## src/rtl/alu_pkg.sv

```systemverilog
// rtl/alu_pkg.sv - shared ALU control encoding and logging helper
package alu_pkg;

    typedef enum logic [3:0] {
        ALU_AND  = 4'b0001,
        ALU_OR   = 4'b0010,
        ALU_XOR  = 4'b0011,
        ALU_SLL  = 4'b0101,
        ALU_SRL  = 4'b0110,
        ALU_SRA  = 4'b0111,
        ALU_ADD  = 4'b1000,
        ALU_SUB  = 4'b1100,
        ALU_SLT  = 4'b1101,
        ALU_SLTU = 4'b1111
    } alu_control_t;

    // Mnemonic for log messages; encodings outside the enum report as UNDEF.
    function automatic string alu_control_name(alu_control_t c);
        case (c)
            ALU_AND:  return "AND";
            ALU_OR:   return "OR";
            ALU_XOR:  return "XOR";
            ALU_SLL:  return "SLL";
            ALU_SRL:  return "SRL";
            ALU_SRA:  return "SRA";
            ALU_ADD:  return "ADD";
            ALU_SUB:  return "SUB";
            ALU_SLT:  return "SLT";
            ALU_SLTU: return "SLTU";
            default:  return "UNDEF";
        endcase
    endfunction

endpackage

```

## src/rtl/alu_registered_if.sv

```systemverilog
// rtl/alu_registered_if.sv - operand/control/result bundle for the registered ALU
interface alu_registered_if #(
    parameter int N = 32
);
    import alu_pkg::*;

    logic [N-1:0] a;
    logic [N-1:0] b;
    alu_control_t control;
    logic [N-1:0] result;
    logic         overflow;
    logic         zero;
    logic         equal;

    // The issuing stage drives operands and reads back the registered result.
    modport master (
        output a, b, control,
        input  result, overflow, zero, equal
    );

    modport slave (
        input  a, b, control,
        output result, overflow, zero, equal
    );

endinterface

```

## src/rtl/add_sub_n.sv

```systemverilog
// rtl/add_sub_n.sv - shared N-bit adder/subtractor with carry and signed overflow
module add_sub_n #(
    parameter int N = 32
) (
    input  logic [N-1:0] a,
    input  logic [N-1:0] b,
    input  logic         sub,
    output logic [N-1:0] sum,
    output logic         carry,
    output logic         overflow
);

    logic [N-1:0] b_eff;

    // Subtraction is a + ~b + 1, so one adder serves ADD, SUB and both compares.
    assign b_eff = sub ? ~b : b;
    assign {carry, sum} = {1'b0, a} + {1'b0, b_eff} + {{N{1'b0}}, sub};

    // Signed overflow: both addends agree in sign but the sum does not.
    assign overflow = (a[N-1] == b_eff[N-1]) && (sum[N-1] != a[N-1]);

endmodule

```

## src/rtl/alu_registered.sv

```systemverilog
// rtl/alu_registered.sv - 32-bit integer ALU with one registered output stage
module alu_registered
    import alu_pkg::*;
#(
    parameter int N = 32
) (
    input  logic             clk,
    input  logic             rst,
    alu_registered_if.slave  alu
);

    localparam int SHW = $clog2(N);

    logic [N-1:0]   as_sum;
    logic           as_carry;
    logic           as_ovf;
    logic           as_sub;
    logic [SHW-1:0] shamt;
    logic           slt_bit;
    logic           sltu_bit;
    logic [N-1:0]   result_next;
    logic           overflow_next;

    // Every operation except ADD needs a - b (SUB, SLT, SLTU).
    assign as_sub = (alu.control != ALU_ADD);
    assign shamt  = alu.b[SHW-1:0];

    add_sub_n #(.N(N)) u_add_sub (
        .a        (alu.a),
        .b        (alu.b),
        .sub      (as_sub),
        .sum      (as_sum),
        .carry    (as_carry),
        .overflow (as_ovf)
    );

    // Signed less-than corrects the difference sign for overflow;
    // unsigned less-than is a borrow, i.e. no carry out of a + ~b + 1.
    assign slt_bit  = as_sum[N-1] ^ as_ovf;
    assign sltu_bit = ~as_carry;

    // Result mux; undefined codes fall through to zero with no overflow.
    always_comb begin
        result_next   = '0;
        overflow_next = 1'b0;
        case (alu.control)
            ALU_AND:  result_next = alu.a & alu.b;
            ALU_OR:   result_next = alu.a | alu.b;
            ALU_XOR:  result_next = alu.a ^ alu.b;
            ALU_SLL:  result_next = alu.a << shamt;
            ALU_SRL:  result_next = alu.a >> shamt;
            ALU_SRA:  result_next = $signed(alu.a) >>> shamt;
            ALU_ADD: begin
                result_next   = as_sum;
                overflow_next = as_ovf;
            end
            ALU_SUB: begin
                result_next   = as_sum;
                overflow_next = as_ovf;
            end
            ALU_SLT:  result_next = {{(N-1){1'b0}}, slt_bit};
            ALU_SLTU: result_next = {{(N-1){1'b0}}, sltu_bit};
            default: begin
                result_next   = '0;
                overflow_next = 1'b0;
            end
        endcase
    end

    // Output stage: capture result and flags each cycle, cleared asynchronously.
    always_ff @(posedge clk or posedge rst) begin
        if (rst) begin
            alu.result   <= '0;
            alu.overflow <= 1'b0;
            alu.zero     <= 1'b0;
            alu.equal    <= 1'b0;
        end else begin
            alu.result   <= result_next;
            alu.overflow <= overflow_next;
            alu.zero     <= (result_next == '0);
            alu.equal    <= (alu.a == alu.b);
        end
    end

endmodule

```

## src/flat_wrapper.sv

```systemverilog
// flat-port wrapper written by rule: the top's interface ports become plain ports
module alu_registered_flat import alu_pkg::*;
#(
    parameter int N = 32
)
  (clk, rst, alu_a, alu_b, alu_control, alu_result, alu_overflow, alu_zero, alu_equal);
  alu_registered_if #(.N(N)) alu_i ();
  input  logic clk;
  input  logic rst;
  input wire logic [$bits(alu_i.a)-1:0] alu_a;
  input wire logic [$bits(alu_i.b)-1:0] alu_b;
  input wire logic [$bits(alu_i.control)-1:0] alu_control;
  output wire logic [$bits(alu_i.result)-1:0] alu_result;
  output wire logic [$bits(alu_i.overflow)-1:0] alu_overflow;
  output wire logic [$bits(alu_i.zero)-1:0] alu_zero;
  output wire logic [$bits(alu_i.equal)-1:0] alu_equal;
  assign alu_i.a = alu_a;
  assign alu_i.b = alu_b;
  assign alu_i.control = alu_control;
  assign alu_result = alu_i.result;
  assign alu_overflow = alu_i.overflow;
  assign alu_zero = alu_i.zero;
  assign alu_equal = alu_i.equal;
  alu_registered #(.N(N)) u_core (.clk(clk), .rst(rst), .alu(alu_i));
endmodule
```

## config.mk

```make
export PLATFORM = sky130hd
export DESIGN_NAME = alu_registered_flat
export DESIGN_NICKNAME = d
export VERILOG_FILES = /design/src/rtl/alu_pkg.sv /design/src/rtl/alu_registered_if.sv /design/src/rtl/add_sub_n.sv /design/src/rtl/alu_registered.sv /design/src/flat_wrapper.sv
export SDC_FILE = /design/constraint.sdc
export NUM_CORES = 1
export LEC_CHECK = 0
export ABC_AREA = 1
export CAP_MARGIN = 10
export CORE_UTILIZATION = 30
export CTS_BUF_LIST = sky130_fd_sc_hd__clkbuf_2
export CTS_CLUSTER_DIAMETER = 100
export CTS_CLUSTER_SIZE = 10
export DETAILED_ROUTE_END_ITERATION = 12
export GPL_ROUTABILITY_DRIVEN = 0
export SLEW_MARGIN = 20
export SYNTH_ARGS = -nofsm -noshare
export SYNTH_HDL_FRONTEND = slang
export SYNTH_SLANG_ARGS = --single-unit
```

## constraint.sdc

```tcl
create_clock -name clk -period 1.4 [get_ports clk]
set_input_delay 0.35 -clock clk [delete_from_list [all_inputs] [get_ports clk]]
set_output_delay 0.35 -clock clk [all_outputs]
set_load 0.005 [all_outputs]
```

======== Word-level counts from Yosys, hierarchy flattened ========
Cells that the tools add are included.
storage, ports and cells
  register bits after elaboration ......... 35
  input port bits ......................... 70
  output and inout bits ................... 35
  logic and storage cells ................. 35
cells by class
  add/subtract/negate cells ............... 2
  eq/ne operators ......................... 14
  shifts and indexed selects .............. 3
  mux-type cells .......................... 3
  bitwise logic cells ..................... 6
  reduce and logical (&&, ||, !) cells .... 3
operators by type and width
  operator                                              number
  case mux 32 bit (9 select lines)                      1
  adder 32 x 32 -> 33 bit                               1
  adder 33 x 1 -> 33 bit                                1
  AND 32 bit                                            1
  equality test 32 bit                                  1
  logical NOT 32 bit                                    1
  2-to-1 mux 32 bit                                     1
  inverter 32 bit                                       1
  bitwise OR 32 bit                                     1
  << shifter 32 x 5 -> 32 bit                           1
  >> shifter 32 x 5 -> 32 bit                           1
  >>> shifter 32 x 5 -> 32 bit                          1
  bitwise XOR 32 bit                                    1
  equality test 4 bit (second input constant)           4
  equality test 4 x 3 -> 1 bit (second input constant)  3
  equality test 4 x 2 -> 1 bit (second input constant)  2
  equality test 4 x 1 -> 1 bit (second input constant)  1
  != test 4 bit (second input constant)                 1
  OR reduction 2 bit                                    1
  equality test 1 bit                                   1
  logical AND 1 bit                                     1
  2-to-1 mux 1 bit                                      1
  != test 1 bit                                         1
  inverter 1 bit                                        1
  bitwise XOR 1 bit                                     1

======== Depth between registers and ports, before layout ========
Gate-level depths: netlist (run 1).
  word-level depth ........................ 9
  depth in mapped cells ................... 24
  depth with buffers taken out ............ 23

======== Modules after synthesis ========
From an unflattened synthesis (run 1), not the netlist that was laid out.
second synthesis, totals
  cell total of the unflattened synthesis .. 1,633
  area, all modules ....................... 9,298.9 um^2
by module, submodules not included
  module          instances  cells an instance  area each (um^2)  sequential area each (um^2)
  alu_registered  1          1,214              6,952.9           875.8
  add_sub_n       1          419                2,346.0           0.0

======== Least setup slack after synthesis (run 1) ========
No wires, ideal clock.
  path type ............................... in2reg
  from .................................... input alu_control[1]
  to ...................................... register u_core.alu.zero
  library setup time ...................... 0.071 ns
  arrival ................................. 2.727 ns
  required time ........................... 1.329 ns
  setup slack ............................. -1.398 ns
  stages on the path ...................... 21
  path buffers ............................ 1
  cell sequence ........................... nor2_1 nand2_1 buf_1 xor2_1 ha_1 nand2_1 nor2_1 inv_1 nor2_1 inv_1 nor3_1 nand2_1 nand2_1 nand2_1 nand3_1 nand2_1 nor2_1 nand2_1 nor2_1 nand3_1 nor2_1
on the way
  elaborated cells on any way between the ends .. 22
  classes of those cells .................. add/sub: 2; eq/ne: 13; mux: 2; bitwise: 2; reduce/logical: 3
RTL lines
  item                                  line                     text
  start: declaration                    flat_wrapper.sv:12       input wire logic [$bits(alu_i.control)-1:0] alu_control;
  != test 4 bit                         alu_registered.sv:25     assign as_sub = (alu.control != ALU_ADD);
  2-to-1 mux 32 bit                     add_sub_n.sv:16          assign b_eff = sub ? ~b : b;
  adder 32 x 32 -> 33 bit               add_sub_n.sv:17          assign {carry, sum} = {1'b0, a} + {1'b0, b_eff} + {{N{1'b0}}, sub};
  adder 33 x 1 -> 33 bit                add_sub_n.sv:17
  case mux 32 bit (9 select lines) (*)  alu_registered.sv:46     case (alu.control)
  via u_core.result_next[23]            alu_registered.sv:21     logic [N-1:0] result_next;
  logical NOT 32 bit (*)                alu_registered.sv:80     alu.zero <= (result_next == '0);
  end signal: assignment                alu_registered.sv:80
  end: declaration                      alu_registered_if.sv:23  output result, overflow, zero, equal
The timed path passes the listed nets; every way through them passes the cells marked *.

======== Worst setup path after layout (run 1) ========
  from .................................... input alu_control[3]
  to ...................................... register u_core.alu.zero
The elaborated chain is that of the path after synthesis.

==> results of run 1 <==
-- area by class of cell --
class                   count  area [sq um]  area share [%]
flip-flops and latches     35           876            5.50
clock inverters             2          8.76          0.0550
repair buffers            543          4600            28.9
clock buffers               5          25.0           0.157
well taps                 396           495            3.11
inverters                 196           767            4.82
multi-input cells        1428          9150            57.5
-- stage by stage --
step           cells  setup slack, ns  utilization (%)
4_1_cts         2588            -1.22             49.0
5_1_grt         2605            -1.45             51.5
3_5_place_dp    2536            -2.39             44.5
6_report        2605            -1.36             51.5
3_3_place_gp    2536            -2.37             44.5
2_1_floorplan   1729            -1.07                -
-- flip-flops by register name (all words and copies together), names as in the netlist --
register / flops
u_core.alu.overflow: 1
u_core.alu.zero: 1
u_core.alu.result: 32
u_core.alu.equal: 1
-- worst max path at each step --
stage | startpoint | endpoint | slack (ns) | depth (start not counted)
after global placement | alu_control[3] | u_core.alu.zero | -2.37 | 21
after floorplan | alu_control[1] | u_core.alu.zero | -1.07 | 21
after CTS | alu_control[0] | u_core.alu.zero | -1.22 | 21
final | alu_control[3] | u_core.alu.zero | -1.36 | 22
after detailed placement | alu_control[3] | u_core.alu.zero | -2.39 | 21
after global routing | alu_control[3] | u_core.alu.zero | -1.45 | 24
-- layout by cell type, fill, tap and decap left out, drive strengths merged --
| cell type | n |
|---|---|
| o21ai | 70 |
| mux2i | 1 |
| o22ai | 2 |
| a32oi | 1 |
| buf | 461 |
| clkinv | 4 |
| o21bai | 7 |
| clkbuf | 35 |
| nand3 | 331 |
| dlygate4sd2 | 11 |
| nand4 | 21 |
| and2 | 11 |
| dlymetal6s2s | 2 |
| fa | 1 |
| or2 | 3 |
| o21a | 3 |
| a221oi | 3 |
| and3 | 2 |
| clkdlybuf4s50 | 1 |
| clkinvlp | 1 |
| dfrtp | 35 |
| nor3 | 16 |
| a211oi | 5 |
| a31oi | 5 |
| o211ai | 13 |
| nand2 | 567 |
| nor2 | 144 |
| o2111ai | 7 |
| xor2 | 32 |
| o211a | 2 |
| inv | 193 |
| nand3b | 11 |
| ha | 96 |
| a21oi | 64 |
| clkdlybuf4s15 | 38 |
| nor4 | 10 |
-- cell families (layout without fill, tap and decap cells) --
family                   after synthesis  count (layout)
AO/OA/AOI/OAI                        182             182
XOR/XNOR                              32              32
adder cells (fa/ha/maj)               97              97
buffers and inverters                268             746
flip-flops                            35              35
multiplexers                           1               1
AND/OR/NAND/NOR                     1114            1116
-- repair_timing --
| item | CTS | global route |
|---|---|---|
| pin swaps | 131 | 92 |
| resized for setup | 435 | 314 |
| gates cloned | 4 | 0 |
| buffers inserted | 49 | 23 |
| endpoints found under the setup margin | 70 | 66 |
-- report_power, final --
part           leakage (nW)  switching [mW]  internal, mW
logic                  7.67            3.74          2.84
clock network        0.0262           0.313         0.105
registers             0.460          0.0314          1.12
-- routing by layer --
metal	global-route usage, %	vias to the layer above	part of all wire (%)
li1	-	6652	-
met1	40.4	6646	39
met2	44.2	1020	41
met3	3.48	224	11
met4	23.1	0	9.3
met5	0	-	0
==> impl_metrics.yaml, run 1 <==
outcome:
  status: "complete, but fails checks"
  violations: "setup timing"
finish:
  syn2layout_area_growth_pct: 67.5
  final_nets: 2376
  fill_cells: 3033
  stdcell_area_sq_um: 15900
  final_layout_size_suffix_gt1_share_pct: 39.7
  antenna_cells: 0
drt:
  wl_per_cell_microns: 20.0
  firstDrtPassIters: 9
  drt-total-wl_microns: 52200
  drt-vias-per-instance: 5.58
  drt_iter0_markers: 1824
  drtAntennaViolNets: 0
  drcViolationCount: 0
  vias: 14500
global_routing:
  grt_antenna_before_repair: 0
  grt_max_degree: 44
  grt_pass1_vias: 13200
  grt.overflow.total: 0
  grtUsageTotal_pct: 30.2
  grt_pass1_wl_microns: 75800
placed_design:
  portBuffers: 104
  place.detailed.hpwl_microns: 40400
  place_area_sq_um: 13800
worst_hold_path:
  min_path_type: "input port to async pin"
critical_path:
  cpPeakStageDelay_ns: 0.35
  worstPathCellList: "buf_8, inv_4, nor2_4, buf_6, buf_12, nand2_8, xor2_1, ha_1, buf_6, nand2_4, buf_4, nor3_2, nand2_1, nand2_2, nand2_2, nand3_4, nand3_4, nor2_2, nand2_1, nor2_2, nand3_1, nor2_1"
  critPathKind: "input port to register"
  cp_num_buf_inv: 6
  crit_fanout: 4
  cp.arrival_ns: 3.10
  cp_top_family: "simple AND/OR/NAND/NOR gates"
  start_kind: "input port"
  crit_path_top_delay_cell: "ha_1"
  cp.required_ns: 1.73
  crit_path_end_kind: "register"
yosys:
  synth_top_area_share_pct: 21.1
  synth_area_leader_cell: "nand2_1"
  syn-instance-count: 1729
  synth_xor_xnor_area_share_pct: 2.95
  ys_async_sr_fraction_pct: 100
  syn_area_sq_um: 9510
  synth-main-ff-cell: "dfrtp_1"
  synth_most_common_cell: "nand2_1"
  synth_edf_count: 0
  synth_warnings: 0
  synth-simple-area-share_pct: 51.8
  synth_compound_area_share_pct: 11.0
  synth_fa_ha_area_share_pct: 12.8
  yosys-top-cells-area: "nand2_1 21%, nand3_1 17%, ha_1 13%"
  synth.avg_cell_area_sq_um: 5.50
  synth.cells.most_frequent: "535 x nand2_1, 322 x nand3_1, 185 x inv_1"
  synth_cell_types: 47
  synth.area.mux_share_pct: 0.105
  synth_top_family_by_area: "simple AND/OR/NAND/NOR gates"
  syn-num-nets: 1896
  ys_seq_area_share_pct: 9.21
  ys_ff_latch: 35
timing:
  slew_headroom_pct: 46.9
  fmax_mhz: 362
  final.min_clock_period_ns: 2.76
  whs_ns: 0.285
  hold_violations: 0
  setup_viol: 35
  tns_ns: -35.12
  max_slew.worst_pin.slew_ns: 0.793
  post-route-period-util_pct: 197
  worst_slack_ns: -1.36
  rsz0062_at_grt: "true"
  maxSlewViolCount: 0
floorplanning:
  row_count: 64
  coreArea_sq_um: 30900
  die_y_microns: 180
  initial_core_util_pct: 30.8
  die_w_microns: 180
  num_io_pins: 105
  die-area_sq_um: 32400
cts:
  path_clk_slew_ns: 0.16
  numCtsBuffers: 5
  clock_path_buffers: 2
  cts.sinks: 35
  hold_buffers: 0
  cts_root_buf: "clkbuf_2"
  tritoncts: "yes"
  htreeDepth: 2
power_and_ir_drop:
  peakVddDrop_mv: 0.264
  power_density_nw_per_um2: 511
  leakage_nw: 8.15
  fin_total_pwr_mw: 8.15
flow_run:
  cap_violations: 0
No activity file was read; power rests on OpenSTA's default activity.
==> run 2, diff against run 1 <==
--- a/config.mk
+++ b/config.mk
@@ -7,6 +7,7 @@
 export LEC_CHECK = 0
 export ABC_AREA = 1
 export CAP_MARGIN = 10
+export CORE_MARGIN = 2
 export CORE_UTILIZATION = 30
 export CTS_BUF_LIST = sky130_fd_sc_hd__clkbuf_2
 export CTS_CLUSTER_DIAMETER = 100
==> impl_metrics.yaml, run 2 (synthesized netlist as in run 1, its figures left out) <==
outcome:
  violations: "setup timing"
  status: "complete, but fails checks"
floorplanning:
  die-area_sq_um: 33100
  num_io_pins: 105
  coreArea_sq_um: 31400
  initial_core_util_pct: 30.3
  row_count: 65
  die_y_microns: 182
  die_w_microns: 182
flow_run:
  cap_violations: 0
cts:
  numCtsBuffers: 5
  path_clk_slew_ns: 0.16
  tritoncts: "yes"
  cts_root_buf: "clkbuf_2"
  cts.sinks: 35
  htreeDepth: 2
  hold_buffers: 0
  clock_path_buffers: 2
timing:
  slew_headroom_pct: 59.0
  final.min_clock_period_ns: 2.87
  setup_viol: 35
  worst_slack_ns: -1.47
  rsz0062_at_grt: "true"
  max_slew.worst_pin.slew_ns: 0.610
  fmax_mhz: 348
  post-route-period-util_pct: 205
  hold_violations: 0
  maxSlewViolCount: 0
  tns_ns: -36.93
global_routing:
  grt.overflow.total: 0
  grt_max_degree: 50
  grt_pass1_wl_microns: 76800
  grtUsageTotal_pct: 30.0
  grt_pass1_vias: 13600
  grt_antenna_before_repair: 0
critical_path:
  crit_path_end_kind: "register"
  critPathKind: "input port to register"
  cp.arrival_ns: 3.18
  start_kind: "input port"
  cp.required_ns: 1.71
  crit_fanout: 6
drt:
  drt-total-wl_microns: 54100
  drt-vias-per-instance: 5.54
  drtAntennaViolNets: 0
  wl_per_cell_microns: 20.3
  vias: 14800
  drcViolationCount: 0
  firstDrtPassIters: 8
  drt_iter0_markers: 1744
finish:
  finish.utilization_pct: 53.7
  fill_cells: 2896
  multiInputGateArea_sq_um: 9480
  final_layout_size_suffix_gt1_share_pct: 41.5
  largest_register_ffs: 32
  final_nets: 2429
  antenna_cells: 0
  syn2layout_area_growth_pct: 77.3
  layout_common_cells: "419 x nand2_1, 388 x buf_4, 277 x nand3_1"
  stdcell_area_sq_um: 16900
  regMostFlops: "u_core.alu.result"
  regArea_sq_um: 876
  final_common_cell: "nand2_1"
worst_hold_path:
  min_path_type: "input port to async pin"
placed_design:
  place.detailed.hpwl_microns: 42100
  place_area_sq_um: 14100
  portBuffers: 104
power_and_ir_drop:
  power_density_nw_per_um2: 503
  fin_total_pwr_mw: 8.47
  peakVddDrop_mv: 0.272
  leakage_nw: 8.64
-- run 2: cell types whose count changed in the layout (fill, tap and decap cells not counted), sizes merged --
cell           change
buf               +41
nand2              -1
clkinvlp           -1
clkdlybuf4s15      -2
bufbuf             +1
clkdlybuf4s50      +1
clkinv             +1
dlygate4sd2       +16
clkbuf            -13
dlymetal6s2s      +10
-- run 2: metal layers --
metal,global-route usage [%],vias to the layer above,routed length (microns)
met5,0,-,0
met4,16.9,0,4410
met3,4.71,265,5090
met2,48.5,913,23800
met1,38.0,6855,20800
li1,-,6736,-
-- run 2: report_power, final --
group	switching, mW	total [mW]	internal, mW
Combinational	3.85	6.90	3.04
Clock	0.313	0.418	0.106
Sequential	0.0351	1.16	1.12
-- run 2: how the worst max path moves through the flow --
stage / endpoint / slack [ns] / startpoint / cells past startpoint
global route: u_core.alu.zero / -1.55 / alu_control[3] / 23
detailed placement: u_core.alu.zero / -2.39 / alu_control[3] / 22
floorplan: u_core.alu.zero / -1.07 / alu_control[1] / 21
global placement: u_core.alu.zero / -2.41 / alu_control[3] / 22
finish: u_core.alu.zero / -1.47 / alu_control[3] / 23
CTS: u_core.alu.zero / -1.35 / alu_control[1] / 22
-- run 2: critical path, stage by stage --
cell	delay, ns
buf_12	0.09
inv_6	0.03
nor2_4	0.16
nand2_4	0.16
buf_4	0.17
buf_6	0.11
xor2_2	0.15
ha_4	0.31
buf_6	0.10
nand2_4	0.06
buf_6	0.12
o21a_1	0.20
buf_4	0.14
buf_4	0.12
o21bai_1	0.17
nor2_1	0.08
nand2_1	0.06
nand2_1	0.07
nand3_2	0.10
nand3_1	0.10
nor2_1	0.14
nand3_1	0.08
nor2_1	0.08
-- run 2: per-stage QoR --
step	hold slack, ns	instances	setup slack, ns
after floorplan	0.504	1729	-1.07
final	0.315	2664	-1.47
after detailed placement	0.730	2591	-2.39
after global routing	0.335	2664	-1.55
after global placement	0.720	2591	-2.41
after CTS	0.317	2643	-1.35
-- run 2: timing repair --
item / 4_1_cts / 5_1_grt
pin swaps: 105 / 159
resized for setup: 420 / 366
buffers inserted: 52 / 44
cloned: 3 / 0
endpoints found under the setup margin: 70 / 66
-- run 2: cell type report --
type / count / area share, %
clock buffer: 5 / 0.148
clock inverter: 2 / 0.0520
inverter: 196 / 4.62
multi-input combinational: 1427 / 56.2
sequential: 35 / 5.20
tap: 402 / 2.98
timing repair buffer: 597 / 30.8
==> run 3, diff against run 2 <==
--- a/config.mk
+++ b/config.mk
@@ -14,6 +14,7 @@
 export CTS_CLUSTER_SIZE = 10
 export DETAILED_ROUTE_END_ITERATION = 12
 export GPL_ROUTABILITY_DRIVEN = 0
+export PLACE_DENSITY = 0.45
 export SLEW_MARGIN = 20
 export SYNTH_ARGS = -nofsm -noshare
 export SYNTH_HDL_FRONTEND = slang
==> impl_metrics.yaml, run 3 (synthesized netlist as in run 1, its figures left out) <==
floorplanning:
  die_y_microns: 182
  num_io_pins: 105
  initial_core_util_pct: 30.3
  row_count: 65
  die-area_sq_um: 33100
  die_w_microns: 182
  coreArea_sq_um: 31400
cts:
  clock_path_buffers: 2
  hold_buffers: 0
  htreeDepth: 2
  tritoncts: "yes"
  numCtsBuffers: 5
  path_clk_slew_ns: 0.16
  cts.sinks: 35
  cts_root_buf: "clkbuf_2"
outcome:
  violations: "setup timing"
  status: "complete, but fails checks"
critical_path:
  crit_path_top_delay_cell: "ha_4"
  start_kind: "input port"
  cp_top_family: "simple AND/OR/NAND/NOR gates"
  critPathKind: "input port to register"
  crit_path_end_kind: "register"
  cp_common_cell: "nand2_1"
  cp.required_ns: 1.70
  crit_fanout: 5
  cp_num_buf_inv: 6
  cpPeakStageDelay_ns: 0.29
  worstPathCellList: "buf_8, nor2_4, buf_12, nand2_8, buf_8, xor2_2, ha_4, nand2_2, buf_6, buf_4, nor2_1, nand2_1, nor2_1, nand2_2, nand2_1, nand2_1, nand3_1, nand2_1, inv_1, nand3_1, nor2_1, nand3_2, nor2_2"
  cp.arrival_ns: 3.06
drt:
  drt-total-wl_microns: 54600
  firstDrtPassIters: 5
  drcViolationCount: 0
  drtAntennaViolNets: 0
  vias: 14100
  wl_per_cell_microns: 20.3
  drt-vias-per-instance: 5.25
  drt_iter0_markers: 1260
power_and_ir_drop:
  leakage_nw: 8.75
  p_int_mw: 4.52
  peakVddDrop_mv: 0.241
  power_density_nw_per_um2: 504
  p_seq_share_pct: 13.1
  power_switching_mw: 4.26
  p_comb_share_pct: 82.3
  clockPowerShare_pct: 4.6
  swShare_pct: 48.5
finish:
  syn2layout_area_growth_pct: 83.2
  final_nets: 2452
  final_layout_size_suffix_gt1_share_pct: 42.5
  finish.utilization_pct: 55.5
  final_common_cell: "nand2_1"
  layout_common_cells: "416 x nand2_1, 402 x buf_4, 278 x nand3_1"
  antenna_cells: 0
  largest_register_ffs: 32
  regMostFlops: "u_core.alu.result"
global_routing:
  grt_max_degree: 44
  grt_pass1_wl_microns: 79400
  grt_pass1_vias: 13400
  grt_antenna_before_repair: 0
  grt.overflow.total: 0
  grtUsageTotal_pct: 31.5
timing:
  hold_violations: 0
  final.min_clock_period_ns: 2.75
  whs_ns: 0.318
  rsz0062_at_grt: "true"
  slew_headroom_pct: 57.7
  maxSlewViolCount: 0
  worst_slack_ns: -1.35
  fmax_mhz: 363
  tns_ns: -33.43
  post-route-period-util_pct: 197
  setup_viol: 35
  max_slew.worst_pin.slew_ns: 0.633
flow_run:
  cap_violations: 0
worst_hold_path:
  min_path_type: "input port to async pin"
placed_design:
  portBuffers: 104
  place.detailed.hpwl_microns: 43700
  dp_slack_ns: -2.70
[run 3: metal layers]
metal  global-route usage (%)  wire length, microns  vias to the layer above
met3                     3.03                  3540                      131
met1                     42.4                 23200                     6575
met2                     49.8                 24400                      599
met4                     16.4                  3480                        0
met5                        0                     0                        -
li1                         -                     -                     6797
[run 3: metrics by stage]
step	cells	power, mW	area (sq um)
after floorplan	1729	3.68	9760
after global placement	2598	6.51	14200
after detailed placement	2598	6.52	14200
after CTS	2656	7.69	15900
after global routing	2686	9.31	17400
final	2686	8.78	17400
[run 3: cell type report]
class / instances / area [sq um]
Clock buffer: 5 / 25.0
Clock inverter: 1 / 7.51
Fill cell: 3095 / 14000
Inverter: 196 / 763
Tap cell: 402 / 503
Timing Repair Buffer: 618 / 5510
Sequential cell: 35 / 876
Multi-Input combinational cell: 1429 / 9740
[run 3: worst max path at each step]
stage                              start              end  slack (ns)  depth (start not counted)
after floorplan           alu_control[1]  u_core.alu.zero       -1.07                         21
after CTS                 alu_control[3]  u_core.alu.zero       -1.33                         22
after detailed placement  alu_control[3]  u_core.alu.zero       -2.70                         22
after global routing      alu_control[1]  u_core.alu.zero       -1.44                         22
final                     alu_control[2]  u_core.alu.zero       -1.35                         23
after global placement    alu_control[3]  u_core.alu.zero       -2.73                         20
[run 3: timing repair]
item / CTS / global route
pin swaps: 93 / 153
gates resized for setup: 413 / 360
setup buffers: 46 / 42
setup endpoints to repair: 70 / 65
cloned: 7 / 0
hold endpoints to repair: 0 / 0
[run 3: power by group through the flow]
stage | combinational (mW) | clock (mW) | sequential, mW
floorplan | 2.50 | 0 | 1.19
global placement | 5.33 | 0 | 1.18
detailed placement | 5.34 | 0 | 1.17
CTS | 6.12 | 0.422 | 1.15
global route | 7.69 | 0.462 | 1.16
finish | 7.22 | 0.404 | 1.15
